`config.mk`:
```
export PLATFORM = sky130hd
export DESIGN_NAME = pim_weight_loader_flat
export DESIGN_NICKNAME = d
export VERILOG_FILES = /design/src/rtl/pim_wbuf_pkg.sv /design/src/rtl/pim_weight_loader_if.sv /design/src/rtl/pim_wbuf_bank.sv /design/src/rtl/pim_weight_loader.sv /design/src/flat_wrapper.sv
export SDC_FILE = /design/constraint.sdc
export NUM_CORES = 1
export LEC_CHECK = 0
export CORE_MARGIN = 2
export CORE_UTILIZATION = 45
export DETAILED_ROUTE_END_ITERATION = 7
export GPL_TIMING_DRIVEN = 0
export PLACE_DENSITY_LB_ADDON = 0.08
export SYNTH_ARGS = -nofsm -noshare
export SYNTH_HDL_FRONTEND = slang
export SYNTH_SLANG_ARGS = --single-unit
```
`constraint.sdc`:
```
create_clock -name i_clk -period 2.35 [get_ports i_clk]
set_clock_uncertainty 0.05 [all_clocks]
set_input_delay 0.3525 -clock i_clk [delete_from_list [all_inputs] [get_ports i_clk]]
set_output_delay 0.3525 -clock i_clk [all_outputs]
set_load 0.01 [all_outputs]
```
`src/rtl/pim_wbuf_pkg.sv`:
```
// Shared types and sizing helpers for the PIM weight loader.
// FSM state, default widths and beat counter sizing.
package pim_wbuf_pkg;

  typedef enum logic [1:0] {
    IDLE,
    LOAD,
    FULL
  } state_t;

  localparam int DATA_W_DEF = 32;
  localparam int ROW_W_DEF  = 256;

  function automatic int beats_of(int data_w, int row_w);
    return row_w / (data_w / 2);
  endfunction

  function automatic int cnt_w(int beats);
    return (beats > 1) ? $clog2(beats) : 1;
  endfunction

endpackage

```
`src/rtl/pim_weight_loader_if.sv`:
```
// Weight bus handshake between the host and the loader.
// The master drives words; the slave signals acceptance.
interface pim_weight_loader_if #(
  parameter int DATA_W = 32
);
  logic              wvalid;
  logic              wready;
  logic [DATA_W-1:0] wdata;

  modport master (
    output wvalid,
    output wdata,
    input  wready
  );

  modport slave (
    input  wvalid,
    input  wdata,
    output wready
  );
endinterface

```
`src/rtl/pim_wbuf_bank.sv`:
```
// One weight plane: shadow row filled slice by slice,
// plus an active row that only changes on commit.
module pim_wbuf_bank #(
  parameter int H     = 16,
  parameter int ROW_W = 256,
  parameter int KW    = 4
) (
  input  logic             clk,
  input  logic             rst_n,
  input  logic             wr_en,
  input  logic [KW-1:0]    k,
  input  logic [H-1:0]     wr_data,
  input  logic             commit,
  output logic [ROW_W-1:0] active
);

  logic [ROW_W-1:0] shadow;

  // Beat 0 lands in the MSB slice.
  always_ff @(posedge clk or negedge rst_n) begin
    if (!rst_n) begin
      shadow <= '0;
      active <= '0;
    end else begin
      if (wr_en)
        shadow[ROW_W-1-int'(k)*H -: H] <= wr_data;
      if (commit)
        active <= shadow;
    end
  end

endmodule

```
`src/rtl/pim_weight_loader.sv`:
```
// Double-buffered weight loader: FSM, beat counter, handshake
// and error logic driving a CAM bank and a CIM bank.
module pim_weight_loader
  import pim_wbuf_pkg::*;
#(
  parameter int DATA_W = DATA_W_DEF,
  parameter int ROW_W  = ROW_W_DEF
) (
  input  logic             i_clk,
  input  logic             i_rst_n,
  input  logic             i_load_start,
  pim_weight_loader_if.slave bus,
  output logic             o_load_done,
  output logic             o_shadow_full,
  input  logic             i_commit,
  output logic             o_active_valid,
  input  logic             i_out_en,
  output logic [ROW_W-1:0] o_cam_data,
  output logic [ROW_W-1:0] o_cim_data,
  output logic             o_err
);

  localparam int H     = DATA_W / 2;
  localparam int BEATS = beats_of(DATA_W, ROW_W);
  localparam int KW    = cnt_w(BEATS);
  localparam logic [KW-1:0] K_LAST = KW'(BEATS - 1);

  state_t           state;
  logic [KW-1:0]    k;
  logic             wready;
  logic             wr_en;
  logic             commit;
  logic [ROW_W-1:0] cam_active;
  logic [ROW_W-1:0] cim_active;

  assign bus.wready = wready;
  assign wr_en  = (state == LOAD) && bus.wvalid && !i_load_start;
  assign commit = (state == FULL) && i_commit;

  always_ff @(posedge i_clk or negedge i_rst_n) begin
    if (!i_rst_n) begin
      state          <= IDLE;
      k              <= '0;
      wready         <= 1'b0;
      o_shadow_full  <= 1'b0;
      o_load_done    <= 1'b0;
      o_active_valid <= 1'b0;
      o_err          <= 1'b0;
    end else begin
      o_load_done <= 1'b0;
      unique case (state)
        IDLE: begin
          if (i_load_start) begin
            state  <= LOAD;
            k      <= '0;
            wready <= 1'b1;
            o_err  <= 1'b0;
          end
          if (i_commit)
            o_err <= 1'b1;
        end
        LOAD: begin
          if (i_load_start) begin
            k     <= '0;
            o_err <= 1'b0;
          end else if (wr_en) begin
            if (k == K_LAST) begin
              state         <= FULL;
              wready        <= 1'b0;
              o_shadow_full <= 1'b1;
              o_load_done   <= 1'b1;
            end else begin
              k <= k + 1'b1;
            end
          end
          if (i_commit)
            o_err <= 1'b1;
        end
        FULL: begin
          if (i_commit)
            o_active_valid <= 1'b1;
          // Restart wins the next state; a same-cycle commit still lands.
          if (i_load_start) begin
            state         <= LOAD;
            k             <= '0;
            wready        <= 1'b1;
            o_shadow_full <= 1'b0;
            o_err         <= 1'b0;
          end else if (i_commit) begin
            state         <= IDLE;
            o_shadow_full <= 1'b0;
          end
        end
        default: state <= IDLE;
      endcase
    end
  end

  pim_wbuf_bank #(.H(H), .ROW_W(ROW_W), .KW(KW)) u_cam (
    .clk     (i_clk),
    .rst_n   (i_rst_n),
    .wr_en   (wr_en),
    .k       (k),
    .wr_data (bus.wdata[DATA_W-1:H]),
    .commit  (commit),
    .active  (cam_active)
  );

  pim_wbuf_bank #(.H(H), .ROW_W(ROW_W), .KW(KW)) u_cim (
    .clk     (i_clk),
    .rst_n   (i_rst_n),
    .wr_en   (wr_en),
    .k       (k),
    .wr_data (bus.wdata[H-1:0]),
    .commit  (commit),
    .active  (cim_active)
  );

  assign o_cam_data = (i_out_en && o_active_valid) ? cam_active : '0;
  assign o_cim_data = (i_out_en && o_active_valid) ? cim_active : '0;

endmodule

```
`src/flat_wrapper.sv`:
```
// flat-port wrapper written by rule: the top's interface ports become plain ports
module pim_weight_loader_flat import pim_wbuf_pkg::*;
#(
  parameter int DATA_W = DATA_W_DEF,
  parameter int ROW_W  = ROW_W_DEF
)
  (i_clk, i_rst_n, i_load_start, o_load_done, o_shadow_full, i_commit, o_active_valid, i_out_en, o_cam_data, o_cim_data, o_err, bus_wvalid, bus_wdata, bus_wready);
  pim_weight_loader_if #(.DATA_W(DATA_W)) bus_i ();
  input  logic i_clk;
  input  logic i_rst_n;
  input  logic i_load_start;
  output logic o_load_done;
  output logic o_shadow_full;
  input  logic i_commit;
  output logic o_active_valid;
  input  logic i_out_en;
  output logic [ROW_W-1:0] o_cam_data;
  output logic [ROW_W-1:0] o_cim_data;
  output logic o_err;
  input wire logic [$bits(bus_i.wvalid)-1:0] bus_wvalid;
  input wire logic [$bits(bus_i.wdata)-1:0] bus_wdata;
  output wire logic [$bits(bus_i.wready)-1:0] bus_wready;
  assign bus_i.wvalid = bus_wvalid;
  assign bus_i.wdata = bus_wdata;
  assign bus_wready = bus_i.wready;
  pim_weight_loader #(.DATA_W(DATA_W), .ROW_W(ROW_W)) u_core (.i_clk(i_clk), .i_rst_n(i_rst_n), .i_load_start(i_load_start), .bus(bus_i), .o_load_done(o_load_done), .o_shadow_full(o_shadow_full), .i_commit(i_commit), .o_active_valid(o_active_valid), .i_out_en(i_out_en), .o_cam_data(o_cam_data), .o_cim_data(o_cim_data), .o_err(o_err));
endmodule
```
---- Word-level counts from Yosys, hierarchy flattened ----
Cells that the tools add are included.
Widths: inputs -> output; s select.
word-level totals
  bits in registers ....................... 1035
  input bits .............................. 38
  output and inout port bits .............. 517
  logic and storage cells ................. 78
operators by class
  add/sub/neg operators ................... 3
  eq/ne operators ......................... 11
  shifts and indexed selects .............. 3
  multiplexer cells ....................... 34
  reduce and logical (&&, ||, !) cells .... 16
operator list
  cell                       number
  $shiftx 16x33->271         2
  $bwmux 256                 2
  $mux 256                   2
  $shift 16x33->271 const A  1
  $neg 9->33                 1
  $mux 4                     4
  $mux 1                     15
  $reduce_and 5->1           3
  $mux 2                     6
  $ne 3x3->1 const B         3
  $sub 8x8->9 const A        1
  $ne 2x2->1 const B         4
  $pmux 4 s2                 1
  $pmux 1 s2                 3
  $pmux 2 s3                 1
  $reduce_bool 2->1          3
  $add 4x1->4 const B        1
  $eq 4x4->1 const B         1
  $logic_and 1x1->1          4
  $reduce_and 4->1           1
  $reduce_or 2->1            2
  $eq 2x1->1 const B         1
  $eq 2x2->1 const B         1
  $logic_not 2->1            1
  other kinds (3)            3

---- Logic depth before layout (Yosys ltp) ----
Gate-level depths: netlist (run 1).
  depth after elaboration ................. 6
  depth in mapped cells ................... 7
  depth with buffers taken out ............ 4

---- Modules after synthesis ----
Synthesis (run 1) repeated with hierarchy kept, for this count alone.
unflattened totals
  cells, all modules ...................... 2907
  area, all modules ....................... 42304.3 um2
modules (own cells, without submodules)
  module             instances  cells each  area each (um2)  seq. area each (um2)
  pim_wbuf_bank      2          1114        19047.0          12812.3
  pim_weight_loader  1          679         4210.3           275.3

---- Least setup slack after synthesis (run 1) ----
OpenSTA, ideal clock, no wires.
  kind .................................... flip-flop to flip-flop
  start ................................... reg u_core.state[1]
  end ..................................... reg u_core.u_cam.shadow[100]
  setup time .............................. 0.125 ns
  arrival ................................. 1.669 ns
  required time ........................... 2.175 ns
  setup slack ............................. 0.505 ns
  stages on the path, launching flop included .. 7
  buffers on the path ..................... 3
  period minus slack after synthesis ...... 1.845 ns
  cell sequence ........................... dfrtp_1 -> and4bb_4 -> buf_6 -> and4_4 -> buf_6 -> buf_12 -> mux2_4
between the ends
  cells in the longest elaborated chain, start to end .. 3
RTL lines
  item                            RTL line                 text
  start, declared                 pim_weight_loader.sv:28  state_t state;
  start signal, assigned          pim_weight_loader.sv:42  state <= IDLE;
  start signal, assigned          pim_weight_loader.sv:54  state <= LOAD;
  start signal, assigned          pim_weight_loader.sv:68  state <= FULL;
  $eq 2x1->1                      pim_weight_loader.sv:37  assign wr_en = (state == LOAD) && bus.wvalid && !i_load_start;
  $logic_and 1x1->1 (2 in a row)  pim_weight_loader.sv:37
  end signal, assigned by index   pim_wbuf_bank.sv:26      shadow[ROW_W-1-int'(k)*H -: H] <= wr_data;
  end, declared                   pim_wbuf_bank.sv:17      logic [ROW_W-1:0] shadow;
Every way passes these cells.
A chain may end at the register's enable or synchronous reset.

---- Worst setup path after layout (run 1) ----
  start ................................... reg u_core.o_active_valid
  end ..................................... out o_cim_data[255]
between the ends
  cells in the longest elaborated chain, start to end .. 2
RTL lines
  item                    RTL line                  text
  start, declared         pim_weight_loader.sv:16   output logic o_active_valid,
  start signal, assigned  pim_weight_loader.sv:47   o_active_valid <= 1'b0;
  start signal, assigned  pim_weight_loader.sv:81   o_active_valid <= 1'b1;
  $logic_and 1x1->1       pim_weight_loader.sv:120  assign o_cim_data = (i_out_en && o_active_valid) ? cim_active : '0;
  $mux 256                pim_weight_loader.sv:120
  end, declared           flat_wrapper.sv:18        output logic [ROW_W-1:0] o_cim_data;
Every way passes these cells.

==> flow_summary.yaml, run 1 <==
clocking:
  cts_buffers: 109
  clock_latency_ps: 670
  cts_tree: "yes"
  clockBufferDepth: 3
  root_buffer: "clkbuf_16"
  cts.sinks: 1035
  clk_pin_slew_ps: 60
  cts_max_level: 3
floorplan:
  core_region_area_um2: 96900
  dieArea_um2: 100000
  fp.dieH_um: 317
  start_util_pct: 45.4
  die_x_um: 317
  rows: 114
  ioPinCount: 555
synth:
  syn-instance-count: 3045
  syn_area_um2: 44000
  yosysSeqAreaShare_pct: 58.9
  ys_warn_count: 0
  yosys.area.top_type_share_pct: 58.9
  yosysUniqueCellTypes: 38
  yosys.area.top_type: "dfrtp_1"
  syn_area_per_cell_um2: 14.4
  yosys-top-cells-area: "dfrtp_1, mux2_2, and3_1, mux2_4, and2_1"
  synth.net_count: 3089
  synth_seq_cells: 1035
status:
  outcome: "finished, violations left"
  violations: "setup timing"
setup_path:
  crit_path_start_kind: "flop"
  critPathCaptureType: "output pin"
  rr_startpoint: "u_core.state[1]"
  r2r_end: "u_core.u_cim.active[87]"
  reg2reg_depth: 5
  crit_required_ps: 1950
  path_class: "flop to output pin"
  rrSetupSlack_ps: -540
  crit_fanout: 10
  worstPathArrival_ps: 2530
sta:
  slew_viol_final: 0
  slew_headroom_pct: 35.3
  rsz0062_at_grt: "true"
  fin_setup_tns_ps: -387980
  finalSetupViolations: 1037
  finalHoldViolCount: 0
  period_share_pct: 125
  finalCriticalPeriod_ps: 2940
  max_freq_mhz: 340
  tightest_slew_ps: 969
  fin_ws_ps: -587
final_layout:
  num-nets-final: 3772
  final_core_util_pct: 57.6
  nFillCells: 7767
  drive_gt1_share_pct: 40.6
  area_growth_syn_to_layout_pct: 26.8
  stdcell_count: 5101
  layout_common_cells: "dfrtp_1, mux2_2, and3_1, clkdlybuf4s50_1, and2_1"
  final_common_cell: "dfrtp_1"
route:
  routed_wl_mm: 138
  drtIter0Drc: 1901
  postRouteAntennaNets: 0
  viasPerCell: 5.47
  drc_errors: 0
  vias: 27920
  wl_per_cell_um: 27.0
  drtPass1Iterations: 5
power:
  leakage_nw: 29.5
  power_density_nw_per_um2: 680
  ir_worst_vdd_v: 0.000800
placement:
  port-buffer-count: 553
  dp_cells: 4884
  finalWeightedCongestion: 0.869
  dp_hpwl_mm: 101
global_route:
  grt_max_degree: 127
  first_global_vias: 29839
  grt_overflow_total: 0
  antenna_found_initial: 14
  track_usage_pct: 27.3
  grt_pass1_wl_mm: 200
job:
  cap_violations: 0
worst_hold_path:
  min_path_type: "input pin to async pin"
[through the flow]
step / cell area (µm²) / setup slack (ps) / hold WS (ps) / power [mW]
global route: 55800 / -644 / 197 / 39.2
finish: 55800 / -587 / 154 / 37.9
global placement: 51100 / -43430 / 415 / 20.3
CTS: 55700 / -635 / 158 / 38.2
detailed placement: 51400 / -1300 / 285 / 20.5
floorplan: 44000 / 505 / 6.91 / 19.4
[report_power, final]
group / switching (mW) / internal, mW / total, mW
Clock: 7.25 / 10.4 / 17.6
Sequential: 0.206 / 18.2 / 18.4
Combinational: 1.25 / 0.647 / 1.90
Total: 8.70 / 29.2 / 37.9
[worst max-delay path, cell delays in order, from the launching register on]
cell and delay, ps:
dfrtp_2 450, clkbuf_16 230, clkbuf_16 220, buf_4 160
and3_1 200, clkdlybuf4s50_1 550
[logic make-up after synthesis]
| logic type | Yosys count | synth area share [%] |
|---|---|---|
| multiplexers | 1024 | 27.5 |
| AND/OR/NAND/NOR | 711 | 10.2 |
| adder cells (fa/ha/maj) | 6 | 0.171 |
| flip-flops | 1035 | 58.9 |
| buffers and inverters | 257 | 3.01 |
| AO/OA/AOI/OAI | 12 | 0.208 |
[cell usage after synthesis]
cell / count
a211o_1: 1
a211oi_1: 1
a21boi_0: 1
a21o_1: 1
a21oi_1: 1
a22o_1: 2
a32o_1: 1
and2_1: 161
and3_1: 516
and3_4: 1
and3b_1: 3
and4_1: 6
and4_4: 2
and4bb_4: 1
buf_12: 6
buf_2: 71
buf_4: 15
buf_6: 15
clkbuf_1: 138
clkbuf_2: 4
dfrtp_1: 1035
ha_1: 6
inv_1: 8
mux2_1: 23
mux2_2: 851
mux2_4: 150
nand2_1: 1
nand2b_1: 1
nand3_1: 2
nand3_2: 3
nand4_1: 1
nand4_4: 1
nor2_1: 6
nor2b_1: 5
nor3_1: 1
o21ai_0: 1
o22ai_1: 2
o32a_1: 1
[registers in the layout (all words and copies together), names as in the netlist]
name / flops
u_core.o_load_done: 1
u_core.o_active_valid: 1
u_core.u_cam.shadow: 256
u_core.u_cim.active: 256
u_core.bus.wready: 1
u_core.u_cim.shadow: 256
u_core.state: 2
u_core.u_cam.active: 256
u_core.o_shadow_full: 1
u_core.k: 4
u_core.o_err: 1
[final cells by class]
| class | count | area [µm²] | area share, % |
|---|---|---|---|
| antenna | 6 | 15.0 | 0.0269 |
| buffer | 249 | 1740 | 3.12 |
| clock buffer | 154 | 3210 | 5.75 |
| clock inverter | 48 | 482 | 0.863 |
| inverter | 8 | 30.0 | 0.0538 |
| multi-input combinational | 1753 | 17100 | 30.6 |
| sequential | 1035 | 25900 | 46.4 |
| tap | 1276 | 1600 | 2.86 |
| timing repair buffer | 572 | 5720 | 10.3 |
[how the worst max path moves through the flow]
stage / start / end / slack [ps] / depth (start not counted)
detailed placement: i_out_en / o_cim_data[123] / -1300 / 5
global placement: i_rst_n / u_core.u_cam.active[21] / -43430 / 1
CTS: u_core.o_active_valid / o_cam_data[154] / -640 / 5
global route: u_core.o_active_valid / o_cim_data[81] / -640 / 5
finish: u_core.o_active_valid / o_cim_data[255] / -590 / 5
floorplan: u_core.state[1] / u_core.u_cam.shadow[100] / 510 / 6
[what timing repair did]
action / CTS / global route
hold endpoints to repair: 59 / 0
cloned: 2 / 1
setup endpoints to repair: 1004 / 1261
hold buffers: 1 / 0
pin swaps: 0 / 1
gates resized for setup: 293 / 283
buffers inserted: 2 / 3
[routing by layer]
| layer | wire length [µm] | GRT usage [%] |
|---|---|---|
| met3 | 6230 | 3.75 |
| met5 | 25 | 0 |
| met4 | 4410 | 9.14 |
| met1 | 60300 | 37.3 |
| met2 | 66700 | 45.1 |
Power figures use the tool's default switching activity.
==> run 2: changes to the inputs <==
- CORE_UTILIZATION: 45 -> 55
- clock period: 2.35 -> 3.65 ns (I/O delays scaled with it)
==> flow_summary.yaml, run 2 (synthesis gave the netlist of run 1 again) <==
worst_hold_path:
  min_path_type: "flop to flop"
  hold_start: "u_core.u_cim.shadow[203]"
route:
  routed_wl_mm: 130
  vias: 28212
  drc_errors: 0
  drtPass1Iterations: 5
  viasPerCell: 5.81
  drtIter0Drc: 1936
  wl_per_cell_um: 26.8
  postRouteAntennaNets: 0
placement:
  port-buffer-count: 553
  dp_hpwl_mm: 94.2
  finalWeightedCongestion: 0.876
  place_ws_ps: -378
  dp_cells: 4656
global_route:
  grt_pass1_wl_mm: 191
  grt_max_degree: 134
  first_global_vias: 29624
  track_usage_pct: 31.4
  antenna_found_initial: 5
  grt_overflow_total: 0
setup_path:
  cp_slowest_stage_delay_ps: 610
  path_buf_inv: 3
  crit_family: "buffers and inverters"
  path_cells: "buf_4, clkbuf_1, and3_1, clkdlybuf4s50_1"
  path_class: "flop to output pin"
  crit_required_ps: 3050
  worstPathArrival_ps: 3010
  cp_slowest_cell: "dfrtp_2"
  rr_startpoint: "u_core.state[1]"
  crit_fanout: 10
  startpoint: "u_core.o_active_valid"
  critPathCaptureType: "output pin"
  crit_path_start_kind: "flop"
clocking:
  cts_tree: "yes"
  cts_buffers: 105
  cts.sinks: 1035
  clock_latency_ps: 650
  clockBufferDepth: 3
  clk_pin_slew_ps: 60
  postCtsSetupBuffers: 0
  cts_max_level: 3
  root_buffer: "clkbuf_16"
floorplan:
  ioPinCount: 555
  dieArea_um2: 82300
  rows: 103
  die_x_um: 287
  fp.dieH_um: 287
  core_region_area_um2: 79100
  start_util_pct: 55.6
sta:
  period_share_pct: 98.9
  finalSetupViolations: 0
  timing.hold.ws_ps: 440
  tightest_slew_ps: 1200
  finalCriticalPeriod_ps: 3610
  slew_headroom_pct: 19.9
  slew_viol_final: 0
  rsz0062_at_grt: "false"
  fin_ws_ps: 38.4
  max_freq_mhz: 277
  finalHoldViolCount: 0
  fin_setup_tns_ps: 0
final_layout:
  area_growth_syn_to_layout_pct: 24.6
  stdcell_count: 4855
  layout_common_cells: "dfrtp_1, mux2_2, clkdlybuf4s50_1, and3_1, and2_1"
  drive_gt1_share_pct: 34.6
  nFillCells: 5512
  final_common_cell: "dfrtp_1"
  num-nets-final: 3757
  final_core_util_pct: 69.2
power:
  ir_worst_vdd_v: 0.000353
  leakage_nw: 28.6
  power_density_nw_per_um2: 444
status:
  outcome: "complete, no violations"
job:
  cap_violations: 0
[run 2: changes by cell type in the layout (fill, tap and decap cells not counted), sizes merged]
cell           previous run  this run
buf                     173       119
clkdlybuf4s15            14         0
dlygate4sd2              10         0
inv                      13        12
clkinvlp                  6         3
dlymetal6s2s             31         0
bufinv                    8        11
clkdlybuf4s50           422       552
clkinv                   29        16
diode                     6         5
clkbuf                  324       298
[run 2: repair_timing]
action / in CTS / in global routing
gates resized for setup: 14 / 7
endpoints found under the hold margin: 88 / 0
hold buffers: 1 / 0
setup endpoints to repair: 475 / 20
[run 2: final cells by class]
cell class	count	area, µm²	area share, %
Clock buffer	160	3210	5.85
Buffer	248	1320	2.41
Timing Repair Buffer	562	5770	10.5
Inverter	8	30.0	0.0548
Antenna cell	5	12.5	0.0228
Tap cell	1050	1310	2.40
Sequential cell	1035	25900	47.3
Clock inverter	34	468	0.854
Multi-Input combinational cell	1753	16800	30.6
[run 2: worst paths after layout]
kind,to,slack (ps),cells past startpoint
worst max-delay path,o_cam_data[76],40,4
worst min-delay path,u_core.u_cim.shadow[203],440,1
worst max register to register,u_core.u_cam.active[37],590,5
worst min register to register,u_core.u_cim.shadow[203],440,1
max in group asynchronous,u_core.u_cam.active[219],880,5
min in group asynchronous,u_core.u_cim.active[43],470,2
[run 2: metal layers]
layer,track usage (%),part of all wire [%]
met1,41.9,41
met2,52.3,49
met3,5.06,5.3
met4,11.8,3.9
met5,0,0.022
[run 2: report_power, final]
part           internal, mW  leakage, nW  switching [mW]
logic                 0.368         12.4           0.765
clock network          6.82         1.82            4.52
registers              11.7         14.4           0.139
total                  18.9         28.6            5.42
[run 2: worst reg2reg max path, stage by stage (launching register included)]
cell and delay (ps):
dfrtp_1 440, nor2b_1 160, nand2_1 460, clkbuf_1 950, buf_2 480, mux2_2 400
[run 2: through the flow]
stage	power [mW]	area [µm²]
6_report	24.3	54800
5_1_grt	25.0	54800
4_1_cts	24.4	54800
3_5_place_dp	13.2	51100
3_3_place_gp	13.1	50800
2_1_floorplan	12.5	44000
==> run 3: changes to the inputs <==
- HOLD_SLACK_MARGIN: unset -> 0.1
==> results of run 3 <==
The final DEF is identical to that of run 2; final timing and power are the same.
